`config.mk`:
```
export PLATFORM = sky130hd
export DESIGN_NAME = tamagotchi_action_scheduler
export DESIGN_NICKNAME = d
export VERILOG_FILES = /design/src/rtl/tamagotchi_pkg.sv /design/src/rtl/tamagotchi_action_scheduler_btn.sv /design/src/rtl/tamagotchi_action_scheduler.sv
export SDC_FILE = /design/constraint.sdc
export NUM_CORES = 1
export LEC_CHECK = 0
export BUFFER_PORTS_ARGS = -buffer_cell sky130_fd_sc_hd__clkbuf_2
export CORE_ASPECT_RATIO = 1.1
export CORE_MARGIN = 5
export CORE_UTILIZATION = 40
export DETAILED_ROUTE_END_ITERATION = 10
export GPL_TIMING_DRIVEN = 0
export HOLD_SLACK_MARGIN = 0.1
export PLACE_DENSITY = 0.57
export SLEW_MARGIN = 30
export SYNTH_ARGS = -nofsm -noshare
export SYNTH_HDL_FRONTEND = slang
export SYNTH_SLANG_ARGS = --single-unit
```
`constraint.sdc`:
```
create_clock -name clk -period 5.9 [get_ports clk]
set_clock_uncertainty 0.1 [all_clocks]
set_input_delay 0.59 -clock clk [delete_from_list [all_inputs] [get_ports clk]]
set_output_delay 0.59 -clock clk [all_outputs]
set_load 0.005 [all_outputs]
```
`src/rtl/tamagotchi_pkg.sv`:
```
// Shared definitions for the tamagotchi care-action front end:
// action codes, scheduler states, default timing and the round-robin pick.
package tamagotchi_pkg;

    localparam logic [2:0] ACT_NONE    = 3'd0;
    localparam logic [2:0] ACT_REGAR   = 3'd1;
    localparam logic [2:0] ACT_ABONAR  = 3'd2;
    localparam logic [2:0] ACT_PODAR   = 3'd3;
    localparam logic [2:0] ACT_REPOSAR = 3'd4;
    localparam logic [2:0] ACT_TEST    = 3'd5;

    localparam int DEB_CYCLES_DEF      = 1_000_000;
    localparam int LONG_CYCLES_DEF     = 250_000_000;
    localparam int COOLDOWN_CYCLES_DEF = 25_000_000;

    typedef enum logic [1:0] {
        ST_IDLE     = 2'd0,
        ST_ISSUE    = 2'd1,
        ST_COOLDOWN = 2'd2
    } sched_state_t;

    // First requester strictly after 'last', wrapping regar->abonar->podar->reposar.
    function automatic logic [1:0] rr_pick(input logic [3:0] req,
                                           input logic [1:0] last);
        logic [1:0] idx;
        logic [1:0] pick;
        logic       found;
        pick  = last;
        found = 1'b0;
        for (int i = 1; i <= 4; i++) begin
            idx = last + 2'(i);
            if (!found && req[idx]) begin
                pick  = idx;
                found = 1'b1;
            end
        end
        return pick;
    endfunction

    function automatic logic [2:0] care_code(input logic [1:0] idx);
        return {1'b0, idx} + 3'd1;
    endfunction

endpackage

```
`src/rtl/tamagotchi_action_scheduler_btn.sv`:
```
// One pushbutton: 2-flop synchroniser, debouncer, press edge and
// an optional hold counter that fires once per long press.
module btn_conditioner #(
    parameter int DEB_CYCLES  = 4,
    parameter int LONG_CYCLES = 100,
    parameter bit LONG_EN     = 1'b0
) (
    input  logic clk,
    input  logic rst_n,
    input  logic raw,
    output logic press,
    output logic long_press
);

    localparam int DW = $clog2(DEB_CYCLES + 1);
    localparam logic [DW-1:0] DEB_LAST = DW'(DEB_CYCLES - 1);

    logic          sync1;
    logic          sync2;
    logic          level;
    logic          level_d;
    logic [DW-1:0] deb_cnt;

    always_ff @(posedge clk or negedge rst_n) begin
        if (!rst_n) begin
            sync1   <= 1'b0;
            sync2   <= 1'b0;
            level   <= 1'b0;
            level_d <= 1'b0;
            deb_cnt <= '0;
        end else begin
            sync1   <= raw;
            sync2   <= sync1;
            level_d <= level;
            if (sync2 == level) begin
                deb_cnt <= '0;
            end else if (deb_cnt == DEB_LAST) begin
                level   <= sync2;
                deb_cnt <= '0;
            end else begin
                deb_cnt <= deb_cnt + 1'b1;
            end
        end
    end

    assign press = level & ~level_d;

    generate
        if (LONG_EN) begin : g_long
            localparam int HW = $clog2(LONG_CYCLES + 1);
            localparam logic [HW-1:0] HOLD_LAST = HW'(LONG_CYCLES - 1);
            localparam logic [HW-1:0] HOLD_MAX  = HW'(LONG_CYCLES);

            logic [HW-1:0] hold_cnt;

            // Saturating past HOLD_LAST keeps the event from repeating.
            always_ff @(posedge clk or negedge rst_n) begin
                if (!rst_n) begin
                    hold_cnt <= '0;
                end else if (!level) begin
                    hold_cnt <= '0;
                end else if (hold_cnt != HOLD_MAX) begin
                    hold_cnt <= hold_cnt + 1'b1;
                end
            end

            assign long_press = level && (hold_cnt == HOLD_LAST);
        end else begin : g_nolong
            assign long_press = 1'b0;
        end
    endgenerate

endmodule

```
`src/rtl/tamagotchi_action_scheduler.sv`:
```
// Care-command front end: conditions six buttons, queues care requests
// and offers them one at a time over valid/ready with a cooldown.
module tamagotchi_action_scheduler
    import tamagotchi_pkg::*;
#(
    parameter int DEB_CYCLES      = DEB_CYCLES_DEF,
    parameter int LONG_CYCLES     = LONG_CYCLES_DEF,
    parameter int COOLDOWN_CYCLES = COOLDOWN_CYCLES_DEF
) (
    input  logic       clk,
    input  logic       rst_n,
    input  logic       botonregar,
    input  logic       botonabonar,
    input  logic       botonpodar,
    input  logic       botonreposar,
    input  logic       botontest,
    input  logic       botonreset,
    input  logic       act_ready,
    output logic       act_valid,
    output logic [2:0] act_code,
    output logic       mode_test,
    output logic       reset_pulse,
    output logic [3:0] pending
);

    localparam int CW = (COOLDOWN_CYCLES > 0) ? $clog2(COOLDOWN_CYCLES + 1) : 1;
    localparam logic [CW-1:0] CD_LOAD =
        (COOLDOWN_CYCLES > 0) ? CW'(COOLDOWN_CYCLES - 1) : '0;

    logic [5:0] raw;
    logic [5:0] press;
    logic [5:0] long_ev;
    logic       unused_long;

    assign raw = {botonreset, botontest, botonreposar,
                  botonpodar, botonabonar, botonregar};

    for (genvar i = 0; i < 6; i++) begin : g_btn
        btn_conditioner #(
            .DEB_CYCLES  (DEB_CYCLES),
            .LONG_CYCLES (LONG_CYCLES),
            .LONG_EN     (i >= 4)
        ) u_btn (
            .clk        (clk),
            .rst_n      (rst_n),
            .raw        (raw[i]),
            .press      (press[i]),
            .long_press (long_ev[i])
        );
    end

    assign unused_long = |long_ev[3:0];

    sched_state_t  state;
    sched_state_t  state_n;
    logic          valid_n;
    logic [2:0]    code_n;
    logic          mode_n;
    logic          pulse_n;
    logic [3:0]    pend_n;
    logic          test_req;
    logic          treq_n;
    logic [1:0]    last_grant;
    logic [1:0]    last_n;
    logic [CW-1:0] cd_cnt;
    logic [CW-1:0] cd_n;
    logic [1:0]    pick;

    always_ff @(posedge clk or negedge rst_n) begin
        if (!rst_n) begin
            state       <= ST_IDLE;
            act_valid   <= 1'b0;
            act_code    <= ACT_NONE;
            mode_test   <= 1'b0;
            reset_pulse <= 1'b0;
            pending     <= '0;
            test_req    <= 1'b0;
            last_grant  <= 2'd3;
            cd_cnt      <= '0;
        end else begin
            state       <= state_n;
            act_valid   <= valid_n;
            act_code    <= code_n;
            mode_test   <= mode_n;
            reset_pulse <= pulse_n;
            pending     <= pend_n;
            test_req    <= treq_n;
            last_grant  <= last_n;
            cd_cnt      <= cd_n;
        end
    end

    always_comb begin
        state_n = state;
        valid_n = act_valid;
        code_n  = act_code;
        mode_n  = mode_test;
        pulse_n = 1'b0;
        pend_n  = pending;
        treq_n  = test_req;
        last_n  = last_grant;
        cd_n    = cd_cnt;
        pick    = rr_pick(pending, last_grant);

        unique case (state)
            ST_IDLE: begin
                if (test_req) begin
                    treq_n  = 1'b0;
                    code_n  = ACT_TEST;
                    valid_n = 1'b1;
                    state_n = ST_ISSUE;
                end else if (|pending) begin
                    pend_n[pick] = 1'b0;
                    last_n       = pick;
                    code_n       = care_code(pick);
                    valid_n      = 1'b1;
                    state_n      = ST_ISSUE;
                end
            end
            ST_ISSUE: begin
                if (act_ready) begin
                    valid_n = 1'b0;
                    code_n  = ACT_NONE;
                    if (COOLDOWN_CYCLES == 0) begin
                        state_n = ST_IDLE;
                    end else begin
                        cd_n    = CD_LOAD;
                        state_n = ST_COOLDOWN;
                    end
                end
            end
            ST_COOLDOWN: begin
                if (cd_cnt == '0) begin
                    state_n = ST_IDLE;
                end else begin
                    cd_n = cd_cnt - 1'b1;
                end
            end
            default: state_n = ST_IDLE;
        endcase

        // A press landing on the bit just granted re-arms it.
        if (!mode_test) begin
            pend_n = pend_n | press[3:0];
        end else if (press[4]) begin
            treq_n = 1'b1;
        end

        if (long_ev[4]) begin
            mode_n = 1'b1;
            pend_n = '0;
        end

        if (long_ev[5]) begin
            mode_n  = 1'b0;
            pend_n  = '0;
            pulse_n = 1'b1;
            treq_n  = 1'b0;
            state_n = ST_IDLE;
            valid_n = 1'b0;
            code_n  = ACT_NONE;
            cd_n    = '0;
        end
    end

endmodule

```
### After elaboration in Yosys (flattened, before gate mapping)

Index checks and enable logic that the tools add are counted.

| word-level totals | value |
|---|---|
| input port bits | 9 |
| flip-flop bits (word level) | 239 |

| operators by class | value |
|---|---|
| $lt $le $gt $ge | 6 |
| reduce and logical (&&, ||, !) cells | 25 |
| muxes and demuxes | 66 |
| equality and inequality tests | 24 |
| add/subtract/negate cells | 13 |
| bitwise operators | 20 |

Operator list:

| kind | number |
|---|---|
| $mux W20 | 12 |
| $add A20 B1 Y20 const B | 6 |
| $eq A20 B20 Y1 const B | 6 |
| $mux W28 | 4 |
| $mux W25 | 3 |
| $add A28 B1 Y28 const B | 2 |
| $eq A28 B28 Y1 const B | 2 |
| $ne A28 B28 Y1 const B | 2 |
| $pmux W25 S2 | 1 |
| $logic_not A25 Y1 | 1 |
| $sub A25 B1 Y25 const B | 1 |
| $mux W4 | 6 |
| $mux W1 | 19 |
| $mux W2 | 9 |
| $lt A2 B3 Y1 const B | 5 |
| $mux W3 | 4 |
| $not A1 Y1 | 12 |
| $reduce_and A2 Y1 | 6 |
| $reduce_and A3 Y1 | 4 |
| $ne A3 B2 Y1 const B | 3 |
| $bmux W1 S2 | 4 |
| $eq A1 B1 Y1 | 6 |
| $logic_and A1 B1 Y1 | 6 |
| $pmux W2 S3 | 1 |
| other kinds (20) | 29 |

### Depth between registers and ports, before layout

| depth | value |
|---|---|
| depth in word-level cells | 26 |
| depth in mapped cells | 9 |

### Cells and area by module

A second synthesis with hierarchy kept.

| unflattened totals | value |
|---|---|
| cells, all modules | 1248 |
| area total of the unflattened synthesis | 12177.9 µm² |

Modules (own cells, without submodules):

| module | instances | area an instance (µm²) | cells an instance |
|---|---|---|---|
| btn_conditioner at g_btn[4].u_btn ... | 2 | 2661.3 | 278 |
| btn_conditioner at g_btn[0].u_btn ... | 4 | 1157.4 | 112 |
| tamagotchi_action_scheduler | 1 | 2225.9 | 244 |

### Worst setup path before layout

No wires, ideal clock.

| timing path | value |
|---|---|
| path kind | register to register |
| start | register cd_cnt[0] |
| end | register cd_cnt[0] |
| slack | 3.723 ns |
| library setup time | 0.071 ns |
| required time | 5.729 ns |
| data arrival time | 2.005 ns |
| cell stages (with the launch flop) | 9 |
| path through | dfrtp_1 inv_1 ha_1 nor3b_1 and4_1 clkbuf_1 a21oi_2 mux2_2 nor2_1 |

| between the ends | value |
|---|---|
| word-level cells in the longest chain between the ends | 4 |

Ends and longest elaborated chain:

| element | RTL line | source |
|---|---|---|
| from (decl) | tamagotchi_action_scheduler.sv:65 | `logic [CW-1:0] cd_cnt;` |
| from (signal assigned) | tamagotchi_action_scheduler.sv:89 | `cd_cnt <= cd_n;` |
| $sub A25 B1 Y25 | tamagotchi_action_scheduler.sv:136 | `cd_n = cd_cnt - 1'b1;` |
| $mux W25 | tamagotchi_action_scheduler.sv:133 | `if (cd_cnt == '0) begin` |
| $pmux W25 S2 | tamagotchi_action_scheduler.sv:105 | `unique case (state)` |
| $mux W25 | tamagotchi_action_scheduler.sv:154 | `if (long_ev[5]) begin` |

Several ways; a longest one is shown, not always the timed one. The select of a mux whose other input is x is not followed.
A chain may end at the register's enable or synchronous reset.

### Final worst setup path

| timing path | value |
|---|---|
| start | register g_btn[5].u_btn.g_long.hold_cnt[1] |
| end | register cd_cnt[6] |

| between the ends | value |
|---|---|
| word-level cells in the longest chain between the ends | 4 |

Ends and longest elaborated chain:

| element | RTL line | source |
|---|---|---|
| from (decl) | tamagotchi_action_scheduler_btn.sv:54 | `logic [HW-1:0] hold_cnt;` |
| from (signal assigned) | tamagotchi_action_scheduler_btn.sv:63 | `hold_cnt <= hold_cnt + 1'b1;` |
| $eq A28 B28 Y1 * | tamagotchi_action_scheduler_btn.sv:67 | `assign long_press = level && (hold_cnt == HOLD_LAST);` |
| $logic_and A1 B1 Y1 * | tamagotchi_action_scheduler_btn.sv:67 |  |
| $ne A3 B2 Y1 (no source line) or $reduce_bool A3 Y1 (tied branches) | - |  |
| $reduce_and A3 Y1 (no source line) | - |  |

Every way passes the cells marked *; elsewhere a longest branch is shown, timed or not.

==> run_results.csv <==
group,metric,value,unit
outcome,status,"finished clean",
detailed_routing,drc,0,
global_routing,grt_max_degree,81,
synth,syn_avg_cell_area,9.82,µm²
clocking,cts.repair.resized,0,
die,rows,66,
global_routing,grt_overflow_total,0,
power_and_ir_drop,vdd_ir_drop_max,0.178,mV
timing,min_period_over_period,46.7,%
clocking,insertion_delay,0.54,ns
synth,synth_edf_count,0,
synth,syn_nets,1227,
hold_path,hp-start,"g_btn[2].u_btn.sync1$_DFF_PN0_",
power_and_ir_drop,p_leak,5.72,nW
critical_path,arrival,3.04,ns
layout,fillers,2835,
critical_path,reg2reg_from,"g_btn[5].u_btn.g_long.hold_cnt[1]$_DFFE_PN0P_",
die,io_pins,19,
place,placed_cell_area,0.0125,mm²
place,gp_congestion,0.806,
critical_path,startpoint_type,"flip-flop",
layout,stdcell_area,0.0135,mm²
timing,report.final.hold_viol_count,0,
die,die_w,174,µm
critical_path,worstReg2RegEnd,"cd_cnt[6]$_DFFE_PN0P_",
place,portBuffers,18,
hold_path,whs_endpoint,"g_btn[2].u_btn.sync2$_DFF_PN0_",
critical_path,cp.required,6.19,ns
hold_path,worstHoldPathCells,0,
clocking,clock_sinks,239,
hold_path,hold_class,"flip-flop to flip-flop",
timing,period_needed,2.75,ns
clocking,clk_path_buf_depth,3,
power_and_ir_drop,power-per-cell-area,264,mW/mm²
timing,hold-worst-slack,0.243,ns
detailed_routing,dr.first_iter.drc_count,488,
critical_path,reg2reg_depth,6,
synth,synth_top_area_share,50.2,%
timing,max_slew.worst_pin.slew,0.713,ns
critical_path,cpMostUsedCell,"nand4_1",
timing,rsz0062_at_grt,"no",
global_routing,antenna_found_initial,0,
die,die_y,190,µm
critical_path,slowest_stage,"nor4b_1",
synth,synthFlopType,"dfrtp_1",
critical_path,r2r_slack,3.15,ns
layout,drive_gt1_share,8.01,%
timing,setup_viol,0,
layout,area_growth,14.6,%
timing,drv_slew,0,
global_routing,grtUsageTotal,14.6,%
die,dieArea,0.0331,mm²
clocking,cts-htree-levels,1,
synth,synthCells,1204,
synth,synth_top_area_cell,"dfrtp_1",
clocking,cts.clk_slew.worst_paths,0.06,ns
flow_run,timing.max_cap.violations,0,
detailed_routing,drt_first_pass_iters,5,
detailed_routing,viasPerCell,5.16,
global_routing,grt_pass1_vias,8630,
synth,seq_area_frac_synth,50.6,%
place,dp_hpwl,15600,µm
clocking,cts_tree,"yes",
global_routing,grt_first_pass_wirelength,41800,µm
synth,yosys_register_bits,239,
detailed_routing,vias,8570,
die,start_util,40.2,%
clocking,cts_root_buf,"clkbuf_16",
critical_path,worstPathMaxFanout,7,
critical_path,crit_chain,"ha_1 > nand4_1 > nor4b_1 > nand4_1 > o21ai_1 > a21oi_1",
layout,fin_nets,1286,
synth,syn_area,0.0118,mm²
synth,ys_async_sr_fraction,100,%
detailed_routing,avgRoutedWirePerCell,14.0,µm
detailed_routing,wirelength,23200,µm
die,core-area,0.0294,mm²
critical_path,slowest_delay,0.60,ns
detailed_routing,ant_nets,0,
synth,synth_area_leaders,"dfrtp_1 (50%), xnor2_1 (6.3%), nor2_1 (5.9%)",
critical_path,critPathKind,"flip-flop to flip-flop",
layout,diodes,0,
timing,maxSlewHeadroom,52.1,%
synth,ys_types,62,
synth,yosys_warnings,0,
critical_path,end_kind,"flip-flop",
timing,fmax,363,MHz
clocking,numCtsBuffers,29,
-- stage by stage --
step / util, % / setup slack, ns / power, W / cells / setup TNS, ns
2_1_floorplan: - / 3.72 / 0.00172 / 1204 / 0
3_3_place_gp: 42.1 / -0.940 / 0.00177 / 1596 / -214.87
3_5_place_dp: 42.4 / 3.18 / 0.00178 / 1599 / 0
4_1_cts: 46.1 / 3.15 / 0.00364 / 1660 / 0
5_1_grt: 46.1 / 2.85 / 0.00372 / 1660 / 0
6_report: 46.1 / 3.15 / 0.00357 / 1660 / 0
-- cell families after synthesis --
kind of cell    count (synthesis)  share of synthesized area [%]
flops                         239                           50.6
simple gates                  614                           26.9
mux                            17                           1.54
xor+xnor                      163                           12.1
fa+ha+maj                      14                           1.48
compound gates                 87                           4.96
buf+inv                        70                           2.38
-- cell usage after synthesis (all sizes together) (4+ instances only) --
| library cell | instances |
|---|---|
| dfrtp | 237 |
| nor2 | 186 |
| xnor2 | 85 |
| nand2 | 82 |
| xor2 | 78 |
| nand3 | 72 |
| nor3 | 49 |
| nor4 | 39 |
| inv | 35 |
| nand4 | 34 |
| and3 | 30 |
| a21oi | 29 |
| and2 | 28 |
| clkbuf | 28 |
| and4 | 21 |
| o21ai | 15 |
| ha | 14 |
| nand2b | 13 |
| mux2 | 9 |
| mux2i | 8 |
| nand3b | 8 |
| nor2b | 8 |
| nor4b | 8 |
| or2 | 8 |
| or3 | 8 |
| a311oi | 7 |
| buf | 6 |
| nor4bb | 6 |
| or4 | 6 |
| a211oi | 5 |
| o31ai | 4 |
-- sequential cells by signal (all words and copies together) (netlist names), 2 cells and up --
register	cells
g_btn.u_btn.level	6
cd_cnt	25
act_code	3
pending	4
g_btn.u_btn.sync2	6
g_btn.u_btn.level_d	5
state	2
g_btn.u_btn.deb_cnt	120
last_grant	2
g_btn.u_btn.sync1	6
g_btn.u_btn.g_long.hold_cnt	56
-- cells in the final DEF (no fill, tap or decap), drive strengths merged, types with 5 or more instances in the layout --
cell type / count
a211oi: 5
a21oi: 29
a311oi: 7
and2: 28
and3: 30
and4: 21
buf: 9
clkbuf: 88
clkinv: 6
dfrtp: 237
dlygate4sd3: 7
ha: 14
inv: 37
mux2: 9
mux2i: 8
nand2: 82
nand2b: 13
nand3: 72
nand3b: 8
nand4: 34
nor2: 186
nor2b: 8
nor3: 49
nor4: 39
nor4b: 8
nor4bb: 6
o21ai: 15
or2: 8
or3: 8
or4: 6
xnor2: 85
xor2: 78
-- how the worst max path moves through the flow --
stage	from	to	slack, ns
after floorplan	cd_cnt[0]$_DFFE_PN0P_	cd_cnt[0]$_DFFE_PN0P_	3.72
after global placement	rst_n	g_btn[2].u_btn.deb_cnt[16]$_DFF_PN0_	-0.94
after detailed placement	g_btn[5].u_btn.g_long.hold_cnt[1]$_DFFE_PN0P_	cd_cnt[10]$_DFFE_PN0P_	3.18
after CTS	g_btn[5].u_btn.g_long.hold_cnt[1]$_DFFE_PN0P_	cd_cnt[10]$_DFFE_PN0P_	3.15
after global routing	g_btn[5].u_btn.g_long.hold_cnt[1]$_DFFE_PN0P_	cd_cnt[10]$_DFFE_PN0P_	2.85
final	g_btn[5].u_btn.g_long.hold_cnt[1]$_DFFE_PN0P_	cd_cnt[6]$_DFFE_PN0P_	3.15
-- layer usage --
metal | part of all wire [%] | vias to the layer above | global-route usage, %
met5 | 0 | - | 0
met4 | 2.2 | 0 | 3.81
met3 | 3.1 | 37 | 1.98
met2 | 46 | 103 | 24.0
met1 | 49 | 4119 | 20.4
li1 | - | 4311 | -
-- area by class of cell --
class                           instances  area (µm²)  share of cell area, %
Sequential cell                       239        5980                   44.2
Multi-Input combinational cell        895        5560                   41.1
Clock buffer                           42         825                   6.09
Tap cell                              374         468                   3.46
Timing Repair Buffer                   28         251                   1.86
Clock inverter                         12         170                   1.26
Buffer                                 34         146                   1.08
Inverter                               36         135                  0.998
-- worst max-delay path: cells and delay by family, from the launching register on --
kind                       cells  cell delay (ns)
adders and majority gates      1             0.25
DFF                            1             0.41
AOI/OAI and AO/OA              2             0.63
and+or+nand+nor                3             1.22
-- where the power goes --
| part | internal, W | total, W | switching, W |
|---|---|---|---|
| combinational | 0.0000253 | 0.0000830 | 0.0000577 |
| clock | 0.00114 | 0.00182 | 0.000676 |
| sequential | 0.00165 | 0.00167 | 0.0000134 |
-- timing repair --
item,4_1_cts,5_1_grt
hold buffers,7,0
hold endpoints to repair,35,0
setup buffers,0,0
Note: power is estimated with default switching activity, not from simulation.
